### src/rtl/spi_master_tx_pkg.sv
// -----------------------------------------------------------------------------
// spi_master_tx_pkg
// Shared definitions for the SPI master transmitter:
//   - txState_t      : FSM state encoding (IDLE/SETUP/SHIFT/WAIT/HOLD/GAP)
//   - EDGES_PER_BYTE : SPCK edges that make up one byte on the wire
//   - modeCpol/Cpha  : decode clock polarity / phase from the SPI mode number
//   - maxInt         : helper for sizing shared delay counters
// -----------------------------------------------------------------------------
package spi_master_tx_pkg;

   typedef enum logic [2:0] {
      ST_IDLE,
      ST_SETUP,
      ST_SHIFT,
      ST_WAIT,
      ST_HOLD,
      ST_GAP
   } txState_t;

   localparam int EDGES_PER_BYTE = 16;

   // CPOL is bit 1 of the SPI mode number
   function automatic logic modeCpol(input int mode);
      return mode[1];
   endfunction

   // CPHA is bit 0 of the SPI mode number
   function automatic logic modeCpha(input int mode);
      return mode[0];
   endfunction

   function automatic int maxInt(input int a, input int b);
      return (a > b) ? a : b;
   endfunction

endpackage

### src/rtl/spi_master_tx_clkgen.sv
// -----------------------------------------------------------------------------
// spi_master_tx_clkgen
// SPCK generator for the SPI master transmitter. While i_Run is high it counts
// CLKS_PER_HALF_BIT clk cycles per half period and toggles SPCK, counting the
// edges of the current byte. While i_Run is low everything parks: SPCK sits at
// CPOL and the counters are cleared, so the first edge always comes a full
// half period after i_Run rises.
// Ports:
//   clk, rst     : system clock, synchronous active-high reset
//   i_Run        : enable the half-bit counter
//   o_SPCK       : registered SPI clock
//   o_Leading    : strobe, the next clk edge produces a leading SPCK edge
//   o_Trailing   : strobe, the next clk edge produces a trailing SPCK edge
//   o_LastEdge   : strobe, the next clk edge produces edge 16 of the byte
//   o_ByteDone   : high for the one cycle in which edge 16 is visible on SPCK
// -----------------------------------------------------------------------------
module spi_master_tx_clkgen
   import spi_master_tx_pkg::*;
#(
   parameter int   CLKS_PER_HALF_BIT = 2,
   parameter logic CPOL              = 1'b0
) (
   input  logic clk,
   input  logic rst,
   input  logic i_Run,
   output logic o_SPCK,
   output logic o_Leading,
   output logic o_Trailing,
   output logic o_LastEdge,
   output logic o_ByteDone
);

   localparam int              HW        = (CLKS_PER_HALF_BIT > 1) ? $clog2(CLKS_PER_HALF_BIT) : 1;
   localparam logic [HW-1:0]   HALF_LAST = HW'(CLKS_PER_HALF_BIT - 1);
   localparam logic [3:0]      EDGE_LAST = 4'(EDGES_PER_BYTE - 1);

   logic [HW-1:0] r_halfCnt;
   logic [3:0]    r_edgeCnt;
   logic          r_spck;
   logic          r_byteDone;
   logic          w_tick;

   // An even edge count means the coming edge moves SPCK away from CPOL,
   // i.e. it is a leading edge; odd counts give trailing edges.
   assign w_tick     = i_Run && (r_halfCnt == HALF_LAST);
   assign o_Leading  = w_tick && !r_edgeCnt[0];
   assign o_Trailing = w_tick &&  r_edgeCnt[0];
   assign o_LastEdge = w_tick && (r_edgeCnt == EDGE_LAST);
   assign o_SPCK     = r_spck;
   assign o_ByteDone = r_byteDone;

   // Half-bit counter, SPCK toggle and edge counter. The edge counter wraps
   // from 15 to 0 on edge 16, so a following byte starts from a clean count
   // without i_Run ever dropping.
   always_ff @(posedge clk) begin
      if (rst || !i_Run) begin
         r_halfCnt  <= '0;
         r_edgeCnt  <= '0;
         r_spck     <= CPOL;
         r_byteDone <= 1'b0;
      end else begin
         r_byteDone <= o_LastEdge;
         if (w_tick) begin
            r_halfCnt <= '0;
            r_edgeCnt <= r_edgeCnt + 4'd1;
            r_spck    <= ~r_spck;
         end else begin
            r_halfCnt <= r_halfCnt + 1'b1;
         end
      end
   end

endmodule

### src/rtl/spi_master_tx.sv
// -----------------------------------------------------------------------------
// spi_master_tx
// Byte-oriented SPI master transmitter. Bytes arrive over a valid/ready
// handshake and are shifted out MSB-first in SPI mode SPI_MODE. Consecutive
// bytes share one CS_n assertion until a byte flagged "last" closes the frame,
// after which CS_n stays high for at least CS_INACTIVE_CLKS cycles.
// Ports:
//   clk, rst    : system clock, synchronous active-high reset
//   i_TX_Byte   : byte to send, captured on handshake
//   i_TX_Last   : byte closes the frame, captured on handshake
//   i_TX_Valid  : upstream offers a byte
//   o_TX_Ready  : a byte can be accepted this cycle
//   o_Busy      : a frame is in progress (CS_n low or in the CS gap)
//   o_SPCK      : SPI clock
//   o_MOSI      : SPI data out
//   o_CS_n      : chip select, active-low
// -----------------------------------------------------------------------------
module spi_master_tx
   import spi_master_tx_pkg::*;
#(
   parameter int SPI_MODE          = 0,
   parameter int CLKS_PER_HALF_BIT = 2,
   parameter int CS_INACTIVE_CLKS  = 2
) (
   input  logic       clk,
   input  logic       rst,
   input  logic [7:0] i_TX_Byte,
   input  logic       i_TX_Last,
   input  logic       i_TX_Valid,
   output logic       o_TX_Ready,
   output logic       o_Busy,
   output logic       o_SPCK,
   output logic       o_MOSI,
   output logic       o_CS_n
);

   localparam logic CPOL    = modeCpol(SPI_MODE);
   localparam logic CPHA    = modeCpha(SPI_MODE);
   localparam int   DLY_MAX = maxInt(CLKS_PER_HALF_BIT, CS_INACTIVE_CLKS);
   localparam int   DW      = $clog2(DLY_MAX + 1);

   // SETUP lasts H cycles. HOLD lasts H-1 cycles because the edge-16 cycle
   // itself (still in SHIFT) already counts towards the CS hold time.
   localparam logic [DW-1:0] SETUP_LAST = DW'(CLKS_PER_HALF_BIT - 1);
   localparam logic [DW-1:0] HOLD_LAST  = DW'(CLKS_PER_HALF_BIT - 2);
   localparam logic [DW-1:0] GAP_LAST   = DW'(CS_INACTIVE_CLKS - 1);

   txState_t      r_state;
   txState_t      w_nextState;
   logic [DW-1:0] r_dlyCnt;
   logic [7:0]    r_shift;
   logic          r_mosi;
   logic          r_last;
   logic          r_csN;
   logic          r_armed;

   logic          w_ready;
   logic          w_handshake;
   logic          w_run;
   logic          w_csNNext;
   logic          w_leading;
   logic          w_trailing;
   logic          w_lastEdge;
   logic          w_byteDone;

   spi_master_tx_clkgen #(
      .CLKS_PER_HALF_BIT (CLKS_PER_HALF_BIT),
      .CPOL              (CPOL)
   ) u_clkGen (
      .clk        (clk),
      .rst        (rst),
      .i_Run      (w_run),
      .o_SPCK     (o_SPCK),
      .o_Leading  (w_leading),
      .o_Trailing (w_trailing),
      .o_LastEdge (w_lastEdge),
      .o_ByteDone (w_byteDone)
   );

   // Next-state, ready and clock-run decode. A handshake in WAIT starts the
   // clock generator in the handshake cycle itself, so edge 1 lands exactly
   // H cycles after the handshake, the same as a no-gap continuation.
   always_comb begin
      w_nextState = r_state;
      w_ready     = 1'b0;
      w_run       = 1'b0;
      w_handshake = 1'b0;
      case (r_state)
         ST_IDLE:  w_ready = r_armed;
         ST_SETUP: if (r_dlyCnt == SETUP_LAST) w_nextState = ST_SHIFT;
         ST_SHIFT: begin
            w_run = 1'b1;
            if (w_byteDone) begin
               if (r_last) begin
                  w_nextState = ST_HOLD;
               end else begin
                  w_ready     = 1'b1;
                  w_nextState = ST_WAIT;
               end
            end
         end
         ST_WAIT:  w_ready = 1'b1;
         ST_HOLD:  if (r_dlyCnt == HOLD_LAST) w_nextState = ST_GAP;
         ST_GAP:   if (r_dlyCnt == GAP_LAST)  w_nextState = ST_IDLE;
         default:  w_nextState = ST_IDLE;
      endcase
      w_handshake = w_ready && i_TX_Valid;
      if (w_handshake) begin
         w_nextState = (r_state == ST_IDLE) ? ST_SETUP : ST_SHIFT;
         if (r_state == ST_WAIT) w_run = 1'b1;
      end
   end

   assign w_csNNext  = (w_nextState == ST_IDLE) || (w_nextState == ST_GAP);
   assign o_TX_Ready = w_ready;
   assign o_Busy     = (r_state != ST_IDLE);
   assign o_CS_n     = r_csN;
   assign o_MOSI     = r_mosi;

   // State register plus the per-state delay counter, which restarts on every
   // state change. CS_n is registered from the next state so it switches in
   // step with the state and cannot glitch. r_armed keeps ready low for the
   // first cycle after reset is released.
   always_ff @(posedge clk) begin
      if (rst) begin
         r_state  <= ST_IDLE;
         r_dlyCnt <= '0;
         r_csN    <= 1'b1;
         r_armed  <= 1'b0;
      end else begin
         r_state  <= w_nextState;
         r_dlyCnt <= (w_nextState != r_state) ? '0 : r_dlyCnt + 1'b1;
         r_csN    <= w_csNNext;
         r_armed  <= 1'b1;
      end
   end

   // Shift register and MOSI. With CPHA=0 bit 7 goes out as soon as the byte
   // is taken and the remaining bits advance on trailing edges 2..14; edge 16
   // leaves MOSI alone so it holds until the next byte. With CPHA=1 each of
   // the eight leading edges presents the next bit, starting with bit 7.
   always_ff @(posedge clk) begin
      if (rst) begin
         r_shift <= '0;
         r_mosi  <= 1'b0;
         r_last  <= 1'b0;
      end else if (w_handshake) begin
         r_last <= i_TX_Last;
         if (CPHA) begin
            r_shift <= i_TX_Byte;
         end else begin
            r_mosi  <= i_TX_Byte[7];
            r_shift <= {i_TX_Byte[6:0], 1'b0};
         end
      end else if (CPHA ? w_leading : (w_trailing && !w_lastEdge)) begin
         r_mosi  <= r_shift[7];
         r_shift <= {r_shift[6:0], 1'b0};
      end
   end

endmodule

### config.mk
export PLATFORM = sky130hd
export DESIGN_NAME = spi_master_tx
export DESIGN_NICKNAME = d
export VERILOG_FILES = /design/src/rtl/spi_master_tx_pkg.sv /design/src/rtl/spi_master_tx_clkgen.sv /design/src/rtl/spi_master_tx.sv
export SDC_FILE = /design/constraint.sdc
export NUM_CORES = 1
export LEC_CHECK = 0
export BUFFER_PORTS_ARGS = -buffer_cell sky130_fd_sc_hd__buf_4
export CAP_MARGIN = 10
export CORE_MARGIN = 3
export CORE_UTILIZATION = 53
export DETAILED_ROUTE_END_ITERATION = 12
export PLACE_DENSITY = 0.77
export SLEW_MARGIN = 20
export SYNTH_ARGS = -nofsm -noshare
export SYNTH_HDL_FRONTEND = slang
export SYNTH_HIERARCHICAL = 1
export SYNTH_SLANG_ARGS = --single-unit
### constraint.sdc
create_clock -name clk -period 6.35 [get_ports clk]
set_clock_uncertainty 0.2 [all_clocks]
set_input_delay 0.9525 -clock clk [delete_from_list [all_inputs] [get_ports clk]]
set_output_delay 0.9525 -clock clk [all_outputs]
set_load 0.02 [all_outputs]
==> results by group, run 1 <==
Run
  – Max_cap viols: 0

Critical path
  – Crit. End Element: primary output
  – Maximum fanout encountered on the critical timing path: 14
  – Critical path's largest stage delay: 590 ps
  – Standard cell with the maximum stage delay on the critical path: sky130_fd_sc_hd__dfxtp_1
  – Worst EP arrival: 1560 ps
  – Worst Setup Path Type: reg -> out
  – Reg2Reg Depth: 8
  – Startpoint types: flip-flop
  – Critical Path RT: 5200 ps
  – Cells along the critical path: o21ai_0 -> a21oi_1 -> buf_4

Clocking
  – Root Buffer: sky130_fd_sc_hd__clkbuf_4
  – CTS sink cnt: 23
  – CTS tree: done
  – Clock latency reported for the late side of the worst-skew pair: 310 ps
  – Post-CTS Hold Fix Bufs: 0
  – Resize count post-CTS: 0
  – Clock transition at the register clock pins on the worst setup and hold paths after CTS: 120 ps
  – Max H-tree Level: 1
  – Number of clock buffers inserted by TritonCTS: 3
  – Number of buffers inserted to repair setup after CTS: 0
  – Maximum buffer depth of the clock tree: 2

Finish
  – Ant. Diodes: 0
  – P&R area growth vs syn: 12.9%
  – Most common library cell in the layout ignoring fill and taps: sky130_fd_sc_hd__dfxtp_1
  – Post-route standard cell area excluding fillers: 1350 µm²
  – Net count of the finished layout: 160
  – Proportion of layout cells with a drive suffix above 1: 22.2%
  – Most used cells in the layout excluding fill and tap cells: sky130_fd_sc_hd__dfxtp_1, sky130_fd_sc_hd__buf_4, sky130_fd_sc_hd__nor2_1, sky130_fd_sc_hd__mux2i_1, sky130_fd_sc_hd__nor2b_1
  – Layout fillers: 177

STA
  – Final worst hold slack: 272 ps
  – Minimum clock period: 2710 ps
  – Post-route clock period utilization: 42.7%
  – Actual transition at the worst max-transition pin: 542 ps
  – Max Slew Vio Count: 0
  – Final TNS setup: 0 ps
  – Worst relative slew slack: 63.7%
  – Maximum achievable frequency: 369 MHz
  – Final setup violation count: 0
  – Unrepaired setup endpoints after global routing: no
  – Fin. Hold Viols: 0

Synth
  – Net count after synthesis: 145
  – Synth Warn #: 6
  – Cell area after synthesis: 1190 µm²
  – Post-synthesis average cell area: 9.18 µm²
  – Cell count after synthesis: 130

Status
  – Result of the run: finished, final reports clean

Die
  – Boundary Pins: 17
  – Chip Width: 53.5 µm
  – Cell Rows: 16
  – Vertical die dimension: 53.5 µm
  – Starting Density: 58.5%
  – Floorplan Core Area: 2040 µm²
  – Die area: 2860 µm²

Routing
  – TritonRoute pass-1 iters: 4
  – Final ANT Viol Nets: 0
  – WL per Instance: 12.5 µm
  – Ratio of routed vias to standard cells: 5.50
  – Routed vias: 941
  – Routed Wire Length: 2.13 mm
  – First DRT Iteration DRCs: 11
  – Residual DRC: 0

Place
  – Routability congestion estimate: 0.766
  – Quantity of I/O buffers inserted on ports: 16
  – DP HPWL: 1.57 mm
  – Post-DP Area: 1320 µm²

Worst hold path
  – Hold path depth: 1
  – Class of the worst hold path: reg -> reg

GRT
  – Pin count of the biggest net entering global routing: 22
  – Total GRT Usage: 18.2%
  – Grt total ovfl: 0
  – Wire length of the first global-routing pass: 3.80 mm
  – Antenna violations before repair: 0
  – Number of global-route vias before repair: 918

Power and ir drop
  – Max rail drop VDD: 0.136 mV
  – Power Density: 202 nW/µm²
  – Pleak: 0.000580 µW
[final cells by class]
| type | count | area [µm²] | area share, % |
|---|---|---|---|
| Inverter | 6 | 22.5 | 1.67 |
| Timing Repair Buffer | 16 | 120 | 8.91 |
| Sequential cell | 23 | 460 | 34.2 |
| Clock buffer | 4 | 26.3 | 1.95 |
| Tap cell | 27 | 33.8 | 2.51 |
| Multi-Input combinational cell | 95 | 684 | 50.8 |
[registers in the layout, indices dropped and copies added (netlist names)]
| register | count |
|---|---|
| r_shift | 7 |
| u_clkGen/r_edgeCnt | 4 |
| r_state | 3 |
| r_dlyCnt | 2 |
| o_CS_n | 1 |
| o_MOSI | 1 |
| r_armed | 1 |
| r_last | 1 |
| u_clkGen/o_ByteDone | 1 |
| u_clkGen/o_SPCK | 1 |
| u_clkGen/r_halfCnt | 1 |
[stage by stage]
step                      power, µW  utilization (%)  setup WS [ps]  std cells
after detailed placement        210             64.7           3380        167
final                           273             66.0           3640        171
after global routing            291             66.0           3530        171
after CTS                       275             66.0           3620        171
after global placement          207             64.7           3490        167
after floorplan                 193                -           3610        130
[metal layers]
layer | global-route usage, % | routed length (µm) | up-vias
met4 | 8.09 | 34 | 0
met1 | 20.8 | 942 | 435
met2 | 31.6 | 1050 | 20
li1 | - | - | 482
met5 | 0 | 0 | -
met3 | 4.23 | 110 | 4
[power by group]
part	leakage [µW]	switching, µW	internal [µW]	total (µW)
logic	0.000378	22.9	24.4	47.3
clock network	0.0000150	42.2	24.5	66.7
registers	0.000187	6.81	152	159
total	0.000580	71.9	201	273
[final timing paths]
path | startpoint | to | slack (ps)
worst max-delay path | r_state[1]$_SDFF_PP0_ | o_TX_Ready | 3640
worst min-delay path | r_dlyCnt[0]$_SDFF_PP0_ | r_dlyCnt[0]$_SDFF_PP0_ | 270
worst max register to register | r_state[1]$_SDFF_PP0_ | r_shift[2]$_SDFFE_PP0P_ | 3890
worst min register to register | r_dlyCnt[0]$_SDFF_PP0_ | r_dlyCnt[0]$_SDFF_PP0_ | 270
[critical path, delay by kind of cell (launching register included)]
kind | cells | cell delay (ps)
AO/OA/AOI/OAI | 2 | 500
buffers and inverters | 1 | 160
flip-flops | 1 | 590
(Power assumes the default switching activity.)
==> run 2, diff against run 1 <==
- clock period: 6.35 -> 2.8 ns (I/O delays scaled with it)
==> run 2 against run 1 <==
  * Sequential share of layout area down 0.22 points
  * Final cell count grew 0.58%
  * Critical endpoint is now r_shift[4]$_SDFFE_PP0P_
  * Highest routed layer unchanged
  * Count of clock-buffer cells in the layout is 1 lower
  * Register-to-register slack lost 3500 ps
  * Flip-flop and latch count is the same
  * Critical path depth rose by 6
  * Critical path type is now reg -> reg
  * Worst hold slack got worse by 120 ps
  * Global-route usage is 2.8 points lower
  * Largest power group unchanged
  * Largest cell class unchanged
  * Power grew 130%
  * Via count fell by 0.21%
  * Combinational power is 130% higher
==> results by group, run 2 (synthesized netlist as in run 1, its figures left out) <==
Critical path
  – Standard cell with the maximum stage delay on the critical path: sky130_fd_sc_hd__dfxtp_1
  – Worst Setup Path Type: reg -> reg
  – Critical Path RT: 2810 ps
  – Critical path buffer and inverter count: 1
  – Worst EP arrival: 2420 ps
  – Crit-path leading delay family: simple AND/OR/NAND/NOR gates
  – Startpoint types: flip-flop
  – Maximum fanout encountered on the critical timing path: 12
  – Most common cell on crit path: sky130_fd_sc_hd__nor2_1
  – Cells along the critical path: inv_1 -> nand2_1 -> a21oi_1 -> nand3_1 -> nor2_1 -> nand2b_1 -> mux2i_1 -> nor2_1 -> mux2_2
  – Critical path's largest stage delay: 450 ps
  – Crit. End Element: flip-flop

Finish
  – P&R area growth vs syn: 13.6%
  – Most used cells in the layout excluding fill and tap cells: sky130_fd_sc_hd__dfxtp_1, sky130_fd_sc_hd__buf_4, sky130_fd_sc_hd__nor2_1, sky130_fd_sc_hd__mux2i_1, sky130_fd_sc_hd__nor2b_1
  – Register cell area after layout: 460 µm²
  – Number of flip-flops in the largest register: 7
  – Layout fillers: 187
  – Ant. Diodes: 0
  – Area of the multi-input gates: 684 µm²
  – Net count of the finished layout: 161
  – Most common library cell in the layout ignoring fill and taps: sky130_fd_sc_hd__dfxtp_1
  – Post-route core utilization: 66.4%
  – Largest registers: r_shift (7), u_clkGen/r_edgeCnt (4), r_state (3)
  – Proportion of layout cells with a drive suffix above 1: 23.4%
  – Biggest register: r_shift

Clocking
  – Clock latency reported for the late side of the worst-skew pair: 310 ps
  – CTS tree: done
  – Root Buffer: sky130_fd_sc_hd__clkbuf_4
  – Maximum buffer depth of the clock tree: 2
  – Post-CTS Hold Fix Bufs: 0
  – Number of buffers inserted to repair setup after CTS: 0
  – Clock transition at the register clock pins on the worst setup and hold paths after CTS: 130 ps
  – Resize count post-CTS: 0
  – CTS sink cnt: 23
  – Number of clock buffers inserted by TritonCTS: 3
  – Max H-tree Level: 1

STA
  – Max Slew Vio Count: 0
  – Fin. Hold Viols: 0
  – Final worst hold slack: 151 ps
  – Actual transition at the worst max-transition pin: 514 ps
  – Worst relative slew slack: 65.6%
  – Minimum clock period: 2410 ps
  – Final setup violation count: 0
  – Maximum achievable frequency: 415 MHz
  – Post-route clock period utilization: 86.1%
  – Unrepaired setup endpoints after global routing: no
  – Final TNS setup: 0 ps

Place
  – Quantity of I/O buffers inserted on ports: 16
  – Routability congestion estimate: 0.771
  – DP HPWL: 1.49 mm

Worst hold path
  – Class of the worst hold path: in -> reg

Routing
  – Routed Wire Length: 1.95 mm
  – Ratio of routed vias to standard cells: 5.46
  – TritonRoute pass-1 iters: 4
  – First DRT Iteration DRCs: 6
  – Final ANT Viol Nets: 0
  – Residual DRC: 0
  – WL per Instance: 11.4 µm
  – Routed vias: 939

Die
  – Starting Density: 58.5%
  – Cell Rows: 16
  – Boundary Pins: 17
  – Chip Width: 53.5 µm
  – Floorplan Core Area: 2040 µm²
  – Vertical die dimension: 53.5 µm
  – Die area: 2860 µm²

GRT
  – Pin count of the biggest net entering global routing: 22
  – Number of global-route vias before repair: 837
  – Grt total ovfl: 0
  – Total GRT Usage: 15.4%
  – Wire length of the first global-routing pass: 3.23 mm
  – Antenna violations before repair: 0

Power and ir drop
  – Power Density: 454 nW/µm²
  – Max rail drop VDD: 0.260 mV
  – Pleak: 0.000588 µW

Run
  – Max_cap viols: 0

Status
  – Result of the run: finished, final reports clean
run 2: cell types whose count changed in the layout (fill, tap and decap cells not counted), sizes merged:
cell / change
clkinv: +1
buf: +1
clkbuf: -1
run 2: worst reg2reg max path: cells and delay by family (launching register included):
| family | cells | cell delay [ps] |
|---|---|---|
| DFF | 1 | 450 |
| buffers and inverters | 1 | 120 |
| AOI/OAI and AO/OA | 1 | 290 |
| muxes | 2 | 500 |
| and+or+nand+nor | 5 | 750 |
run 2: worst paths after layout:
check	start	endpoint	slack (ps)	depth (start not counted)
max	r_state[2]$_SDFF_PP0_	r_shift[4]$_SDFFE_PP0P_	390	9
max reg2reg	r_state[2]$_SDFF_PP0_	r_shift[4]$_SDFFE_PP0P_	390	9
min	i_TX_Last	r_last$_SDFFE_PP0N_	150	3
min reg2reg	r_dlyCnt[0]$_SDFF_PP0_	r_dlyCnt[0]$_SDFF_PP0_	260	1
run 2: per-stage QoR:
stage	power (µW)	instance area (µm²)	std cells	setup slack, ps
6_report	616	1360	172	388
5_1_grt	649	1360	172	134
4_1_cts	624	1360	172	408
3_5_place_dp	475	1330	168	409
3_3_place_gp	472	1330	168	481
2_1_floorplan	438	1190	130	529
run 2: power breakdown:
part	switching (µW)	internal (µW)
combinational	52.8	56.0
clock	96.1	53.3
sequential	12.9	345
total	162	454
run 2: cell type report:
type	count	share of cell area [%]
Sequential cell	23	33.9
Clock inverter	1	0.369
Tap cell	27	2.49
Multi-Input combinational cell	95	50.5
Clock buffer	3	1.66
Inverter	6	1.66
Timing Repair Buffer	17	9.41
run 2: layer usage:
layer  global-route usage (%)  up-vias  routed length [µm]
met3                     2.54        2                  56
met2                     27.6       10                1010
met1                     17.4      441                 873
met4                     7.66        0                  18
li1                         -      486                   -
met5                        0        -                   0
==> run 3, diff against run 2 <==
- CORE_UTILIZATION: 53 -> 49
- GPL_TIMING_DRIVEN: unset -> 0
- PLACE_DENSITY: 0.77 -> 0.72
==> run 3 against run 2 <==
  * Via count grew 4.0%
  * Fmax shrank 5.6%
  * Sequential share of layout area shrank 0.37 points
  * Flip-flop and latch count is the same
  * Critical path depth is the same
  * Final area grew 1.1%
  * Clock power is essentially flat
  * Worst hold slack gained 5.3 ps
  * Power grew 1.2%
  * Largest power group unchanged
  * Highest routed layer unchanged
==> results by group, run 3 (synthesized netlist as in run 1, its figures left out) <==
Status
  – Result of the run: finished, final reports clean

GRT
  – Wire length of the first global-routing pass: 3.99 mm
  – Antenna violations before repair: 0
  – Pin count of the biggest net entering global routing: 13
  – Grt total ovfl: 0
  – Number of global-route vias before repair: 976
  – Total GRT Usage: 15.9%

STA
  – Minimum clock period: 2560 ps
  – Actual transition at the worst max-transition pin: 563 ps
  – Final setup violation count: 0
  – Maximum achievable frequency: 391 MHz
  – Fin. Hold Viols: 0
  – Worst relative slew slack: 62.4%
  – Max Slew Vio Count: 0
  – Post-route clock period utilization: 91.3%
  – Final TNS setup: 0 ps
  – Unrepaired setup endpoints after global routing: no

Die
  – Die area: 3060 µm²
  – Starting Density: 52.9%
  – Boundary Pins: 17
  – Cell Rows: 17
  – Floorplan Core Area: 2250 µm²
  – Chip Width: 55.4 µm
  – Vertical die dimension: 55.4 µm

Finish
  – Biggest register: r_shift
  – Layout fillers: 208
  – Number of flip-flops in the largest register: 7
  – Most used cells in the layout excluding fill and tap cells: sky130_fd_sc_hd__dfxtp_1, sky130_fd_sc_hd__buf_4, sky130_fd_sc_hd__nor2_1, sky130_fd_sc_hd__mux2i_1, sky130_fd_sc_hd__nor2b_1
  – Proportion of layout cells with a drive suffix above 1: 23.5%
  – Largest registers: r_shift (7), u_clkGen/r_edgeCnt (4), r_state (3)
  – P&R area growth vs syn: 14.9%
  – Post-route core utilization: 60.8%
  – Most common library cell in the layout ignoring fill and taps: sky130_fd_sc_hd__dfxtp_1
  – Net count of the finished layout: 165
  – Ant. Diodes: 0

Power and ir drop
  – Seq pwr share: 57.0%
  – Power Density: 454 nW/µm²
  – Clock share of power: 24.3%
  – Net switching share of the total power: 26.6%
  – Comb power frac: 18.7%
  – P_sw: 166 µW
  – Max rail drop VDD: 0.368 mV
  – Internal power of the cells: 457 µW
  – Pleak: 0.000599 µW

Critical path
  – Crit. End Element: flip-flop
  – Maximum fanout encountered on the critical timing path: 10
  – Worst Setup Path Type: reg -> reg
  – Cells along the critical path: buf_2 -> nand2_1 -> a21oi_1 -> nand3_1 -> nor2_1 -> nand2b_1 -> mux2i_1 -> nor2_1 -> mux2_2
  – Standard cell with the maximum stage delay on the critical path: sky130_fd_sc_hd__dfxtp_1
  – Critical Path RT: 2810 ps
  – Critical path's largest stage delay: 400 ps
  – Most common cell on crit path: sky130_fd_sc_hd__nor2_1
  – Reg2Reg Depth: 9
  – Startpoint types: flip-flop
  – Worst EP arrival: 2570 ps

Clocking
  – Root Buffer: sky130_fd_sc_hd__clkbuf_4
  – Post-CTS Hold Fix Bufs: 0
  – Clock transition at the register clock pins on the worst setup and hold paths after CTS: 120 ps
  – Max H-tree Level: 1
  – CTS tree: done
  – Maximum buffer depth of the clock tree: 2
  – Number of buffers inserted to repair setup after CTS: 0
  – CTS sink cnt: 23
  – Clock latency reported for the late side of the worst-skew pair: 300 ps
  – Number of clock buffers inserted by TritonCTS: 3

Worst hold path
  – Class of the worst hold path: in -> reg
  – Hold path depth: 3

Routing
  – Routed Wire Length: 2.28 mm
  – First DRT Iteration DRCs: 11
  – Ratio of routed vias to standard cells: 5.52
  – WL per Instance: 12.9 µm
  – Residual DRC: 0
  – Routed vias: 977
  – Final ANT Viol Nets: 0
  – TritonRoute pass-1 iters: 4

Place
  – DP HPWL: 1.66 mm
  – Routability congestion estimate: 0.760
  – Quantity of I/O buffers inserted on ports: 16

Run
  – Max_cap viols: 0
[run 3: cell count changes in the layout (fill, tap and decap cells not counted), sizes merged]
| cell | before | now |
|---|---|---|
| buf | 17 | 19 |
| clkinv | 1 | 0 |
| clkbuf | 3 | 6 |
[run 3: layer usage]
metal / vias up / wire length (µm) / global-route usage (%)
li1: 491 / - / -
met1: 456 / 949 / 17.5
met2: 26 / 1200 / 29.7
met3: 4 / 107 / 2.57
met4: 0 / 24 / 6.60
met5: - / 0 / 0
[run 3: critical path: cells and delay by family (launching register included)]
| kind | cells | cell delay [ps] |
|---|---|---|
| flops | 1 | 400 |
| buf+inv | 1 | 220 |
| simple gates | 5 | 780 |
| compound gates | 1 | 320 |
| mux | 2 | 550 |
[run 3: repair_timing]
item                       CTS  global route
resized for setup            0             0
setup endpoints to repair    0             7
hold endpoints to repair     0             0
[run 3: path summary, 6_finish.rpt]
path | start | to | slack, ps
max | r_state[1]$_SDFF_PP0_ | o_MOSI$_SDFFE_PP0P_ | 240
min | i_TX_Last | r_last$_SDFFE_PP0N_ | 160
max reg2reg | r_state[1]$_SDFF_PP0_ | o_MOSI$_SDFFE_PP0P_ | 240
min reg2reg | r_dlyCnt[0]$_SDFF_PP0_ | r_dlyCnt[0]$_SDFF_PP0_ | 280
[run 3: cell type report]
| class | count | area (µm²) | share of cell area [%] |
|---|---|---|---|
| buffer | 5 | 22.5 | 1.64 |
| tap | 28 | 35.0 | 2.55 |
| inverter | 6 | 22.5 | 1.64 |
| clock buffer | 4 | 26.3 | 1.92 |
| sequential | 23 | 460 | 33.6 |
| multi-input combinational | 95 | 684 | 49.9 |
| timing repair buffer | 16 | 120 | 8.76 |
[run 3: power by group through the flow]
stage | registers, µW | clock network [µW] | logic, µW
6_report | 355 | 151 | 117
5_1_grt | 358 | 171 | 130
4_1_cts | 355 | 157 | 118
3_5_place_dp | 362 | 0 | 117
3_3_place_gp | 362 | 0 | 112
2_1_floorplan | 363 | 0 | 74.7
[run 3: metrics by stage]
stage / total power (µW) / std cells / hold WS [ps] / setup WS [ps] / cell area (µm²)
4_1_cts: 630 / 178 / 150 / 133 / 1380
6_report: 623 / 177 / 157 / 244 / 1370
3_3_place_gp: 474 / 174 / 235 / 266 / 1350
3_5_place_dp: 479 / 174 / 277 / 206 / 1350
2_1_floorplan: 438 / 130 / 222 / 529 / 1190
5_1_grt: 659 / 177 / 153 / 65.7 / 1370
